[src/rtl/volt_dac_ramp_if.sv]
// rtl/volt_dac_ramp_if.sv - SPI pin bundle between the voltage ramp and the external DAC
interface volt_dac_ramp_if;
    logic dacCSn;
    logic dacSCLK;
    logic dacSDI;

    modport master (
        output dacCSn,
        output dacSCLK,
        output dacSDI
    );

    modport slave (
        input dacCSn,
        input dacSCLK,
        input dacSDI
    );
endinterface

[src/rtl/volt_dac_ramp.sv]
// rtl/volt_dac_ramp.sv - filtered command capture, slew-limited ramp and 16-bit SPI DAC writer
module volt_dac_ramp #(
    parameter int CLK_DIV   = 5,
    parameter int RAMP_STEP = 16,
    parameter int RAMP_TICK = 100000
) (
    input  logic                  clk_100M,
    input  logic                  n_rst,
    input  logic [15:0]           comVolt,
    volt_dac_ramp_if.master       dac,
    output logic [15:0]           curVolt,
    output logic                  dacBusy,
    output logic                  rampDone
);

    typedef enum logic [1:0] {
        ST_IDLE,
        ST_SETUP,
        ST_SHIFT,
        ST_HOLD
    } state_t;

    localparam logic [23:0] TICK_LAST = 24'(RAMP_TICK - 1);
    localparam logic [15:0] STEP16    = 16'(RAMP_STEP);
    localparam logic [16:0] STEP17    = {1'b0, STEP16};
    localparam logic [8:0]  HALF_LAST = 9'(CLK_DIV - 1);
    localparam logic [8:0]  HOLD_LAST = 9'(2 * CLK_DIV - 1);

    // Command capture and ramp state
    logic [15:0] s1_q, s2_q;
    logic [15:0] target_q, target_d;
    logic [15:0] cur_q, cur_d;
    logic [23:0] tick_cnt_q, tick_cnt_d;
    logic        tick;
    logic        ramp_step;
    logic [16:0] up_diff, dn_diff;

    // SPI frame state
    state_t      state_q, state_d;
    logic        pending_q, pending_d;
    logic [15:0] shadow_q, shadow_d;
    logic [8:0]  div_q, div_d;
    logic [3:0]  bit_q, bit_d;
    logic        csn_q, csn_d;
    logic        sclk_q, sclk_d;
    logic        sdi_q, sdi_d;
    logic        busy_q, busy_d;

    // Target only follows the bus value once two consecutive samples agree
    always_comb begin
        target_d   = target_q;
        tick       = (tick_cnt_q == TICK_LAST);
        tick_cnt_d = tick ? 24'd0 : tick_cnt_q + 24'd1;
        up_diff    = {1'b0, target_q} - {1'b0, cur_q};
        dn_diff    = {1'b0, cur_q} - {1'b0, target_q};
        cur_d      = cur_q;
        ramp_step  = 1'b0;

        if (s1_q == s2_q) begin
            target_d = s2_q;
        end

        // Step is clamped to the remaining distance so the ramp never overshoots or wraps
        if (tick) begin
            if (cur_q < target_q) begin
                cur_d     = cur_q + ((up_diff > STEP17) ? STEP16 : up_diff[15:0]);
                ramp_step = 1'b1;
            end else if (cur_q > target_q) begin
                cur_d     = cur_q - ((dn_diff > STEP17) ? STEP16 : dn_diff[15:0]);
                ramp_step = 1'b1;
            end
        end
    end

    // Frame sequencer: SETUP, 16 SCLK periods high-then-low, CS hold gap
    always_comb begin
        state_d   = state_q;
        pending_d = pending_q;
        shadow_d  = shadow_q;
        div_d     = div_q;
        bit_d     = bit_q;
        csn_d     = csn_q;
        sclk_d    = sclk_q;
        sdi_d     = sdi_q;
        busy_d    = busy_q;

        case (state_q)
            ST_IDLE: begin
                if (pending_q) begin
                    shadow_d  = cur_q;
                    pending_d = 1'b0;
                    csn_d     = 1'b0;
                    sdi_d     = cur_q[15];
                    busy_d    = 1'b1;
                    div_d     = 9'd0;
                    state_d   = ST_SETUP;
                end
            end
            ST_SETUP: begin
                if (div_q == HALF_LAST) begin
                    div_d   = 9'd0;
                    sclk_d  = 1'b1;
                    bit_d   = 4'd0;
                    state_d = ST_SHIFT;
                end else begin
                    div_d = div_q + 9'd1;
                end
            end
            ST_SHIFT: begin
                if (div_q == HALF_LAST) begin
                    div_d = 9'd0;
                    if (sclk_q) begin
                        // Falling edge: present the next bit; after the last bit the line parks low
                        sclk_d = 1'b0;
                        sdi_d  = (bit_q == 4'd15) ? 1'b0 : shadow_q[4'd14 - bit_q];
                    end else if (bit_q == 4'd15) begin
                        csn_d   = 1'b1;
                        sdi_d   = 1'b0;
                        state_d = ST_HOLD;
                    end else begin
                        bit_d  = bit_q + 4'd1;
                        sclk_d = 1'b1;
                    end
                end else begin
                    div_d = div_q + 9'd1;
                end
            end
            ST_HOLD: begin
                if (div_q == HOLD_LAST) begin
                    div_d   = 9'd0;
                    busy_d  = 1'b0;
                    state_d = ST_IDLE;
                end else begin
                    div_d = div_q + 9'd1;
                end
            end
            default: begin
                state_d = ST_IDLE;
            end
        endcase

        // A ramp step always wins over the launch clearing pending, so no value is lost
        if (ramp_step) begin
            pending_d = 1'b1;
        end
    end

    // State registers; reset queues a 0x0000 frame so the DAC matches curVolt
    always_ff @(posedge clk_100M or negedge n_rst) begin
        if (!n_rst) begin
            s1_q       <= 16'd0;
            s2_q       <= 16'd0;
            target_q   <= 16'd0;
            cur_q      <= 16'd0;
            tick_cnt_q <= 24'd0;
            state_q    <= ST_IDLE;
            pending_q  <= 1'b1;
            shadow_q   <= 16'd0;
            div_q      <= 9'd0;
            bit_q      <= 4'd0;
            csn_q      <= 1'b1;
            sclk_q     <= 1'b0;
            sdi_q      <= 1'b0;
            busy_q     <= 1'b0;
        end else begin
            s1_q       <= comVolt;
            s2_q       <= s1_q;
            target_q   <= target_d;
            cur_q      <= cur_d;
            tick_cnt_q <= tick_cnt_d;
            state_q    <= state_d;
            pending_q  <= pending_d;
            shadow_q   <= shadow_d;
            div_q      <= div_d;
            bit_q      <= bit_d;
            csn_q      <= csn_d;
            sclk_q     <= sclk_d;
            sdi_q      <= sdi_d;
            busy_q     <= busy_d;
        end
    end

    assign dac.dacCSn  = csn_q;
    assign dac.dacSCLK = sclk_q;
    assign dac.dacSDI  = sdi_q;
    assign curVolt     = cur_q;
    assign dacBusy     = busy_q;
    assign rampDone    = (cur_q == target_q) && !pending_q && (state_q == ST_IDLE);

endmodule

[src/flat_wrapper.sv]
// flat-port wrapper written by rule: the top's interface ports become plain ports
module volt_dac_ramp_flat 
#(
    parameter int CLK_DIV   = 5,
    parameter int RAMP_STEP = 16,
    parameter int RAMP_TICK = 100000
)
  (clk_100M, n_rst, comVolt, curVolt, dacBusy, rampDone, dac_dacCSn, dac_dacSCLK, dac_dacSDI);
  volt_dac_ramp_if dac_i ();
  input  logic clk_100M;
  input  logic n_rst;
  input  logic [15:0] comVolt;
  output logic [15:0] curVolt;
  output logic dacBusy;
  output logic rampDone;
  output wire logic [$bits(dac_i.dacCSn)-1:0] dac_dacCSn;
  output wire logic [$bits(dac_i.dacSCLK)-1:0] dac_dacSCLK;
  output wire logic [$bits(dac_i.dacSDI)-1:0] dac_dacSDI;
  assign dac_dacCSn = dac_i.dacCSn;
  assign dac_dacSCLK = dac_i.dacSCLK;
  assign dac_dacSDI = dac_i.dacSDI;
  volt_dac_ramp #(.CLK_DIV(CLK_DIV), .RAMP_STEP(RAMP_STEP), .RAMP_TICK(RAMP_TICK)) u_core (.clk_100M(clk_100M), .n_rst(n_rst), .comVolt(comVolt), .dac(dac_i), .curVolt(curVolt), .dacBusy(dacBusy), .rampDone(rampDone));
endmodule
[config.mk]
export PLATFORM = sky130hd
export DESIGN_NAME = volt_dac_ramp_flat
export DESIGN_NICKNAME = d
export VERILOG_FILES = /design/src/rtl/volt_dac_ramp_if.sv /design/src/rtl/volt_dac_ramp.sv /design/src/flat_wrapper.sv
export SDC_FILE = /design/constraint.sdc
export NUM_CORES = 1
export LEC_CHECK = 0
export ABC_AREA = 0
export CORE_MARGIN = 2
export CORE_UTILIZATION = 40
export CTS_CLUSTER_SIZE = 30
export DETAILED_ROUTE_END_ITERATION = 8
export GPL_ROUTABILITY_DRIVEN = 1
export GPL_TIMING_DRIVEN = 0
export PLACE_DENSITY = 0.61
export SLEW_MARGIN = 20
export SYNTH_ARGS = -nofsm -noshare
export SYNTH_HDL_FRONTEND = slang
export SYNTH_SLANG_ARGS = --single-unit
[constraint.sdc]
create_clock -name clk_100M -period 6.3 [get_ports clk_100M]
set_input_delay 1.575 -clock clk_100M [delete_from_list [all_inputs] [get_ports clk_100M]]
set_output_delay 1.575 -clock clk_100M [all_outputs]
set_load 0.01 [all_outputs]
==> results.toml, run 1 <==
[drt]
firstDrtPassIters = 5
postRouteAntennaNets = 0
wirelength_mm = 19.90
wl_per_cell_um = 16.48
vias_per_cell = 5.391
drt_iter0_drc = 415
drc_errors = 0
dr_total_vias = 6507

[worst_setup_path]
arrival_ps = 6240
path_max_fanout = 6
critPathLaunchType = "flip-flop"
critPathRequiredTime_ps = 6590
path_class = "reg -> reg"
end_kind = "flip-flop"

[logic_synthesis]
synth_fa_ha_area_share_pct = 9.700
syn-instance-count = 872
synth_largest_area_cell = "dfrtp_1"
synthSimpleGateAreaFrac_pct = 18.62
yosysMostFrequentCell = "dfrtp_1"
synthXorXnorAreaFrac_pct = 7.142
syn_avg_cell_area_um2 = 9.142
synthTopCellsByCount = "dfrtp_1, nand2_1, o21ai_0"
synth_seq_cells = 124
synthArstFlopShare_pct = 100.0
synth.area.mux_share_pct = 2.621
synth_area_leaders = "dfrtp_1, ha_1, o21ai_0"
syn-num-nets = 950
netlist_area_um2 = 7971
yosysWarningCount = 0
synth.top_cell.area_share_pct = 38.30
synthFlopType = "dfrtp_1"
synth-compound-area-share_pct = 18.77
yosysSeqAreaShare_pct = 38.96
synth_top_family_by_area = "compound AO/OA/AOI/OAI gates"
ys_types = 80
synth_edf_count = 0

[placement]
place_ws_ps = 324.9
gp_congestion = 0.9074
hpwlAfterDp_mm = 15.04
portBuffers = 38

[timing]
hold_viol_final = 0
slew_viol_final = 0
worstMarginPinSlew_ps = 703.0
fin_ws_ps = 354.6
finalCritPeriodShare_pct = 94.37
clock_skew_ps = 20.98
max_clock_freq_mhz = 168.2
fin_crit_ps = 5945
setup_viol = 0
max_slew_margin_pct = 52.70
rsz0062_at_grt = "false"
hold_slack_ps = 392.9

[clocking]
numClockSinks = 124
cts_root_buf = "clkbuf_16"
cts_tree = "built"
h-tree-depth = 4
clk_latency_ps = 420
numCtsBuffers = 17
cts_buffer_depth = 2
cts.clk_slew.worst_paths_ps = 60

[final_layout]
layout-drive-gt1-share_pct = 8.493
n_fill_cell = 1885
post-route-util_pct = 47.70
syn2layout_area_growth_pct = 16.84
final_nets = 1008
seq_area_um2 = 3107
multi_input_area_um2 = 4569
n_antenna_cell = 0

[floorplanning]
die_w_um = 145.2
start_util_pct = 40.82
rows = 51
core_um2 = 19530
io_pins = 39
fp.dieH_um = 145.2
dieArea_um2 = 21070

[worst_hold_path]
hp-class = "reg -> reg"

[job]
maxCapViolCount = 0

[power_and_ir_drop]
vdd_drop_max_mv = 0.1615
leakage_uw = 0.004027
pwr_density_cell_nw_per_um2 = 196.9
finalPower_uw = 1834

[outcome]
status = "finished clean"

[global_routing]
grt_pass1_wl_mm = 33.08
grt_pass1_vias = 6340
grt_overflow = 0
grt_start_max_net_pins = 87
grt_usage_pct = 19.57
antenna_found_initial = 0
-- final timing paths --
path	slack, ps	endpoint	cells past startpoint	startpoint
max	350	u_core.curVolt[15]	23	u_core.curVolt[0]
min	390	u_core.s2_q[5]	0	u_core.s1_q[5]
max reg2reg	350	u_core.curVolt[15]	23	u_core.curVolt[0]
min reg2reg	390	u_core.s2_q[5]	0	u_core.s1_q[5]
max in group asynchronous	4530	u_core.s2_q[11]	2	n_rst
min in group asynchronous	1040	u_core.bit_q[1]	1	n_rst
-- per-stage QoR --
stage	TNS, ps	area (um2)	cells
floorplan	0	7971	872
global placement	-174300	8683	1175
detailed placement	0	8725	1176
CTS	0	9283	1207
global route	0	9314	1207
finish	0	9314	1207
-- layout make-up --
class | instances | share of cell area (%)
inverters | 53 | 2.136
flip-flops and latches | 124 | 33.36
well taps | 265 | 3.560
plain buffers | 30 | 1.464
multi-input cells | 665 | 49.06
repair buffers | 39 | 4.433
clock buffers | 18 | 4.715
clock inverters | 13 | 1.276
-- worst max-delay path, stage by stage, from the launching register on --
cell and delay, ps:
dfrtp_1 410, ha_1 290, fa_1 410, nand2b_2 220, a211oi_1 310, o21ai_1 180
o211a_1 230, nor3_1 280, and4_1 230, buf_2 180, nand2_1 90, or2_1 230
ha_1 290, o2bb2a_2 280, ha_1 220, nor2b_1 140, o31a_1 280, o311a_1 340
o2111ai_1 280, a21oi_1 180, nor2_2 220, a211oi_1 80, nor4_1 330, nand3_1 110
-- repair_timing --
action                                  CTS  global route
gates resized for setup                   0             8
setup buffers                             0             0
endpoints found under the setup margin    0             2
hold buffers                              0             0
-- cells in the final DEF (no fill, tap or decap), types with 5 or more instances in the layout --
master | netlist | layout
o21a_1 | 10 | 10
o21ai_1 | 21 | 22
a21oi_1 | 35 | 35
nor4b_1 | 5 | 5
inv_1 | 52 | 52
clkbuf_1 | 18 | 17
or3_1 | 5 | 5
o31ai_1 | 10 | 10
mux2_2 | 7 | 7
ha_1 | 57 | 57
and3_1 | 8 | 8
and2_1 | 6 | 6
dfrtp_1 | 122 | 121
a211oi_1 | 9 | 9
nand2b_1 | 15 | 15
nor3_1 | 17 | 17
nand2_1 | 95 | 95
a21o_1 | 17 | 17
buf_2 | 9 | 9
xnor2_1 | 44 | 44
o21ai_0 | 77 | 76
nor2b_1 | 10 | 10
clkdlybuf4s50_1 | 0 | 37
nand3_1 | 23 | 23
nor4_1 | 10 | 10
clkbuf_16 | 0 | 17
nand4_1 | 20 | 20
nor2_1 | 57 | 56
xor2_1 | 21 | 21
-- kinds of logic after synthesis --
group	after synthesis
adder cells (fa/ha/maj)	60
XOR/XNOR	65
flip-flops	124
multiplexers	15
AND/OR/NAND/NOR	295
AO/OA/AOI/OAI	230
buffers and inverters	83
-- metal layers --
layer / part of all wire (%) / wire [um] / GRT usage (%) / up-vias
met1: 49 / 9792 / 27.71 / 3117
met4: 0.77 / 153 / 4.412 / 0
met3: 3.8 / 764 / 3.774 / 13
met5: 0 / 0 / 0 / -
met2: 46 / 9187 / 31.21 / 139
li1: - / - / - / 3238
-- sequential cells by signal, indices dropped and copies added, names as in the netlist, 2 cells and up --
register           count
u_core.target_q       16
u_core.s2_q           16
u_core.state_q         2
u_core.div_q           9
u_core.bit_q           4
u_core.s1_q           16
u_core.curVolt        16
u_core.tick_cnt_q     24
u_core.shadow_q       16
-- power breakdown --
part           internal, uW  switching [uW]  leakage, uW
clock network           551             371     0.000265
logic                  42.8            53.8      0.00213
registers               808            7.65      0.00164
total                  1400             432      0.00403
Power figures use the tool's default switching activity.
==> inputs of run 2 (changes only) <==
--- a/config.mk
+++ b/config.mk
@@ -11,7 +11,6 @@
 export CTS_CLUSTER_SIZE = 30
 export DETAILED_ROUTE_END_ITERATION = 8
 export GPL_ROUTABILITY_DRIVEN = 1
-export GPL_TIMING_DRIVEN = 0
 export PLACE_DENSITY = 0.61
 export SLEW_MARGIN = 20
 export SYNTH_ARGS = -nofsm -noshare
==> results.toml, run 2 (synthesized netlist as in run 1, its figures left out) <==
[drt]
wl_met2_mm = 9.237
topRoutingLayerUsed = "met4"
firstDrtPassIters = 6
postRouteAntennaNets = 0
wl_met3_mm = 1.189
drt-met1-wl_mm = 9.777
vias_per_cell = 5.535
wl_per_cell_um = 17.38
dr_total_vias = 6592
wirelength_mm = 20.70
drt_iter0_drc = 470
drc_errors = 0

[global_routing]
grt_start_max_net_pins = 65
grt_pass1_vias = 6328
antenna_found_initial = 0
grt_pass1_wl_mm = 33.44
grt_overflow = 0
grt_usage_pct = 20.02

[placement]
gp_congestion = 0.9392
portBuffers = 38
place_ws_ps = 485.1
hpwlAfterDp_mm = 15.19

[floorplanning]
dieArea_um2 = 21070
core_um2 = 19530
rows = 51
die_w_um = 145.2
fp.dieH_um = 145.2
io_pins = 39
start_util_pct = 40.82

[worst_setup_path]
path_class = "reg -> reg"
cp-startpoint = "u_core.curVolt[0]"
crit_top_cell = "ha_1"
critical-path-top-delay-family = "compound AO/OA/AOI/OAI gates"
r2r-start = "u_core.curVolt[0]"
critPathRequiredTime_ps = 6590
worst-path-buf-inv = 0
arrival_ps = 6210
rr_worst_depth = 23
timing.rr.end = "u_core.curVolt[15]"
setup.worst_path.end = "u_core.curVolt[15]"
cp.depth = 23
critPathMaxStageDelay_ps = 410
critPathLaunchType = "flip-flop"
crit_slowest_cell = "dfrtp_1"
reg2reg_slack_ps = 380
path_max_fanout = 6
end_kind = "flip-flop"
worstPathCellList = "ha_1, fa_1, nand2b_2, a211oi_1, o21ai_0, o211a_1, nor3_1, and4_2, nand2_1, or2_1, ha_1, xor2_1, a2bb2oi_1, ha_1, o21a_1, o31a_1, o311a_1, o2111ai_1, a21oi_1, nor2_1, a211oi_1, nor4_1, nand3_1"

[timing]
worstMarginPinSlew_ps = 1040
setup_viol = 0
fin_ws_ps = 378.4
max_clock_freq_mhz = 168.9
fin_crit_ps = 5922
max_slew_margin_pct = 30.11
hold_slack_ps = 389.0
slew_viol_final = 0
finalCritPeriodShare_pct = 93.99
hold_viol_final = 0
clock_skew_ps = 11.38

[final_layout]
syn2layout_area_growth_pct = 16.56
multi_input_area_um2 = 4562
n_antenna_cell = 0
layout_commonest_cell = "dfrtp_1"
seq_area_um2 = 3107
regMostFlops = "u_core.tick_cnt_q"
n_fill_cell = 1894
final_nets = 991
final_cell_mix = "dfrtp_1, nand2_1, o21ai_0, nor2_1, ha_1"
layout-drive-gt1-share_pct = 8.963
largest_register_ffs = 24

[clocking]
ctsHoldBuffers = 0
numCtsBuffers = 17
h-tree-depth = 4
clk_latency_ps = 420
cts_root_buf = "clkbuf_16"
cts_tree = "built"
cts.clk_slew.worst_paths_ps = 60
cts_buffer_depth = 2
numClockSinks = 124

[power_and_ir_drop]
leakage_uw = 0.004036
vdd_drop_max_mv = 0.1913
finalPower_uw = 1929
pwr_density_cell_nw_per_um2 = 207.6

[outcome]
status = "finished clean"

[worst_hold_path]
hp-class = "reg -> reg"

[job]
maxCapViolCount = 0
run 2: cell type report:
cell class              instances  area share, %
flip-flops and latches        124          33.44
clock buffers                  20          4.807
inverters                      53          2.141
multi-input cells             665          49.10
clock inverters                12          1.751
repair buffers                 52          5.198
well taps                     265          3.569
run 2: timing repair:
action | 4_1_cts | 5_1_grt
endpoints found under the setup margin | 0 | 1
gates resized for setup | 0 | 7
buffers inserted | 0 | 0
run 2: how the worst min path moves through the flow:
stage / start / end / cells past startpoint
floorplan: u_core.s1_q[0] / u_core.s2_q[0] / 0
global placement: u_core.s1_q[9] / u_core.s2_q[9] / 0
detailed placement: u_core.s1_q[13] / u_core.s2_q[13] / 0
CTS: u_core.s1_q[13] / u_core.s2_q[13] / 0
global route: u_core.s1_q[7] / u_core.s2_q[7] / 0
finish: u_core.s1_q[13] / u_core.s2_q[13] / 0
run 2: metal layers:
layer | up-vias | global-route usage, %
li1 | 3191 | -
met1 | 3165 | 27.76
met2 | 201 | 30.90
met3 | 35 | 4.843
met4 | 0 | 6.471
met5 | - | 0
run 2: where the power goes:
part           internal, uW  total (uW)  switching (uW)
logic                  39.9        94.2            54.3
clock network           637        1020             382
registers               807         816            8.17
run 2: metrics by stage:
step / instances / instance area [um2] / TNS (ps) / util, %
after floorplan: 872 / 7971 / 0 / -
after global placement: 1159 / 8657 / 0 / 44.34
after detailed placement: 1159 / 8657 / 0 / 44.34
after CTS: 1191 / 9266 / 0 / 47.46
after global routing: 1191 / 9291 / -20.73 / 47.58
final: 1191 / 9291 / 0 / 47.58
==> patch, RTL diff (config.mk and constraints of run 2) <==
Take the reset off `s1_q` and `s2_q` and load them in a clocked block of their own.
--- a/src/rtl/volt_dac_ramp.sv
+++ b/src/rtl/volt_dac_ramp.sv
@@ -148,8 +148,6 @@
     // State registers; reset queues a 0x0000 frame so the DAC matches curVolt
     always_ff @(posedge clk_100M or negedge n_rst) begin
         if (!n_rst) begin
-            s1_q       <= 16'd0;
-            s2_q       <= 16'd0;
             target_q   <= 16'd0;
             cur_q      <= 16'd0;
             tick_cnt_q <= 24'd0;
@@ -163,8 +161,6 @@
             sdi_q      <= 1'b0;
             busy_q     <= 1'b0;
         end else begin
-            s1_q       <= comVolt;
-            s2_q       <= s1_q;
             target_q   <= target_d;
             cur_q      <= cur_d;
             tick_cnt_q <= tick_cnt_d;
@@ -180,6 +176,11 @@
         end
     end
 
+    always_ff @(posedge clk_100M) begin
+        s1_q <= comVolt;
+        s2_q <= s1_q;
+    end
+
     assign dac.dacCSn  = csn_q;
     assign dac.dacSCLK = sclk_q;
     assign dac.dacSDI  = sdi_q;
Behaviour: no difference found for any inputs over 10 cycles, from zero or initial values and one cycle with n_rst low; that may be too few to reach the edited logic, so the function may still have changed.
==> patch against run 2 <==
Routed wire length fell by 2.3%. Via count fell by 1.6%. Cell area fell by 1.7%. Non-clock buffer count fell by 1. Sequential cell count did not move. Total power rose by 1.4%. Synthesized area fell by 2.0%. Worst setup slack improved by 0.20 ns. Critical endpoint unchanged. Largest cell class unchanged. Largest power group unchanged. Highest routed layer unchanged.
==> patch: results (changes against run 2) <==
[global_route]
gr-usage-met2_pct = 31.8  ; +0.87 points
grt_usage_pct = 20.7  ; +0.72 points
use_met3_pct = 3.83  ; -1.0 points
grt_max_degree = 53  ; -18%
grt_pass1_wl_um = 33000  ; -1.4%
use_met1_pct = 28.9  ; +1.2 points
grt_pass1_vias = 6202  ; -2.0%

[routing]
drt_wl_total_um = 20200  ; -2.3%
first_pass_iters = 5  ; -1
dr_wl_met3_um = 1090  ; -8.1%
num_vias = 6484  ; -1.6%
wl_met1_um = 9380  ; -4.0%
met2_length_um = 9120  ; -1.3%
drt_iter0_markers = 426  ; -9.4%
post_drt_wl_per_cell_um = 17.0  ; -2.3%

[setup_path]
rr_worst_depth = 22  ; -4.3%
cp.arrival_ns = 6.09  ; -0.12 ns
slowest_stage = fa_1

[logic_synthesis]
synth_cell_types = 81  ; +1.3%
synthTopCellsByCount = 95 x nand2_1, 90 x dfrtp_1, 77 x o21ai_0
yosysSeqAreaShare_pct = 37.7  ; -1.3 points
synth.area.top_cells = dfrtp_1 29%, ha_1 9.1%, dfxtp_1 8.2%

[pwr]
power_leakage_uw = 0.00396  ; -2.0%
irDropWorstVdd_uv = 218  ; +14%

[sta]
skew_ns = 0.0128  ; +0.00140 ns
slew_headroom_pct = 29.0  ; -1.2 points

[final_layout]
nFillCells = 1861  ; -1.7%
drive_above_1_share_pct = 8.43  ; -0.53 points

[run_status]
status = complete, no violations

[placement]
dp_hpwl_um = 15000  ; -1.2%
gp_congestion = 1.03  ; +9.3%

## patch: changes by cell type after synthesis
cell / before / now
dfxtp_1: 0 / 32
dfrtp_1: 122 / 90
## patch: final timing paths
check	from	endpoint	slack [ns]
min in group asynchronous	n_rst	u_core.state_q[1]	1.13
max in group asynchronous	n_rst	u_core.curVolt[13]	4.08
min	u_core.s1_q[7]	u_core.s2_q[7]	0.36
max reg2reg	u_core.curVolt[0]	u_core.curVolt[15]	0.58
min reg2reg	u_core.s1_q[7]	u_core.s2_q[7]	0.36
max	u_core.curVolt[0]	u_core.curVolt[15]	0.58
## patch: logic make-up after synthesis
kind of cell               after synthesis  synth area share [%]
and+or+nand+nor                        295                  19.0
adders and majority gates               60                  9.90
AOI/OAI and AO/OA                      230                  19.2
buffers and inverters                   83                  4.28
DFF                                    124                  37.7
xor gates and xnor gates                65                  7.29
muxes                                   15                  2.68
## patch: power breakdown
group	internal [µW]	switching [µW]
logic	39.6	48.3
registers	805	7.74
clock network	662	393
## patch: cell type report
class                      count  area (µm²)  area share (%)
clock inverter                 9        90.1           0.986
timing repair buffer          51         475            5.21
tap                          265         332            3.63
multi-input combinational    665        4540            49.7
sequential                   124        2950            32.3
inverter                      53         199            2.18
clock buffer                  23         553            6.06
## patch: through the flow
stage	worst slack [ns]	cell area [µm²]
finish	0.580	9130
detailed placement	0.644	8490
global placement	0.744	8490
floorplan	1.10	7810
global route	0.0780	9130
CTS	0.604	9130
## patch: critical path, delay by kind of cell, from the launching register on
| family | cells | cell delay (ns) |
|---|---|---|
| AO/OA/AOI/OAI | 9 | 2.07 |
| AND/OR/NAND/NOR | 9 | 1.99 |
| adder cells (fa/ha/maj) | 4 | 1.19 |
| flip-flops | 1 | 0.41 |
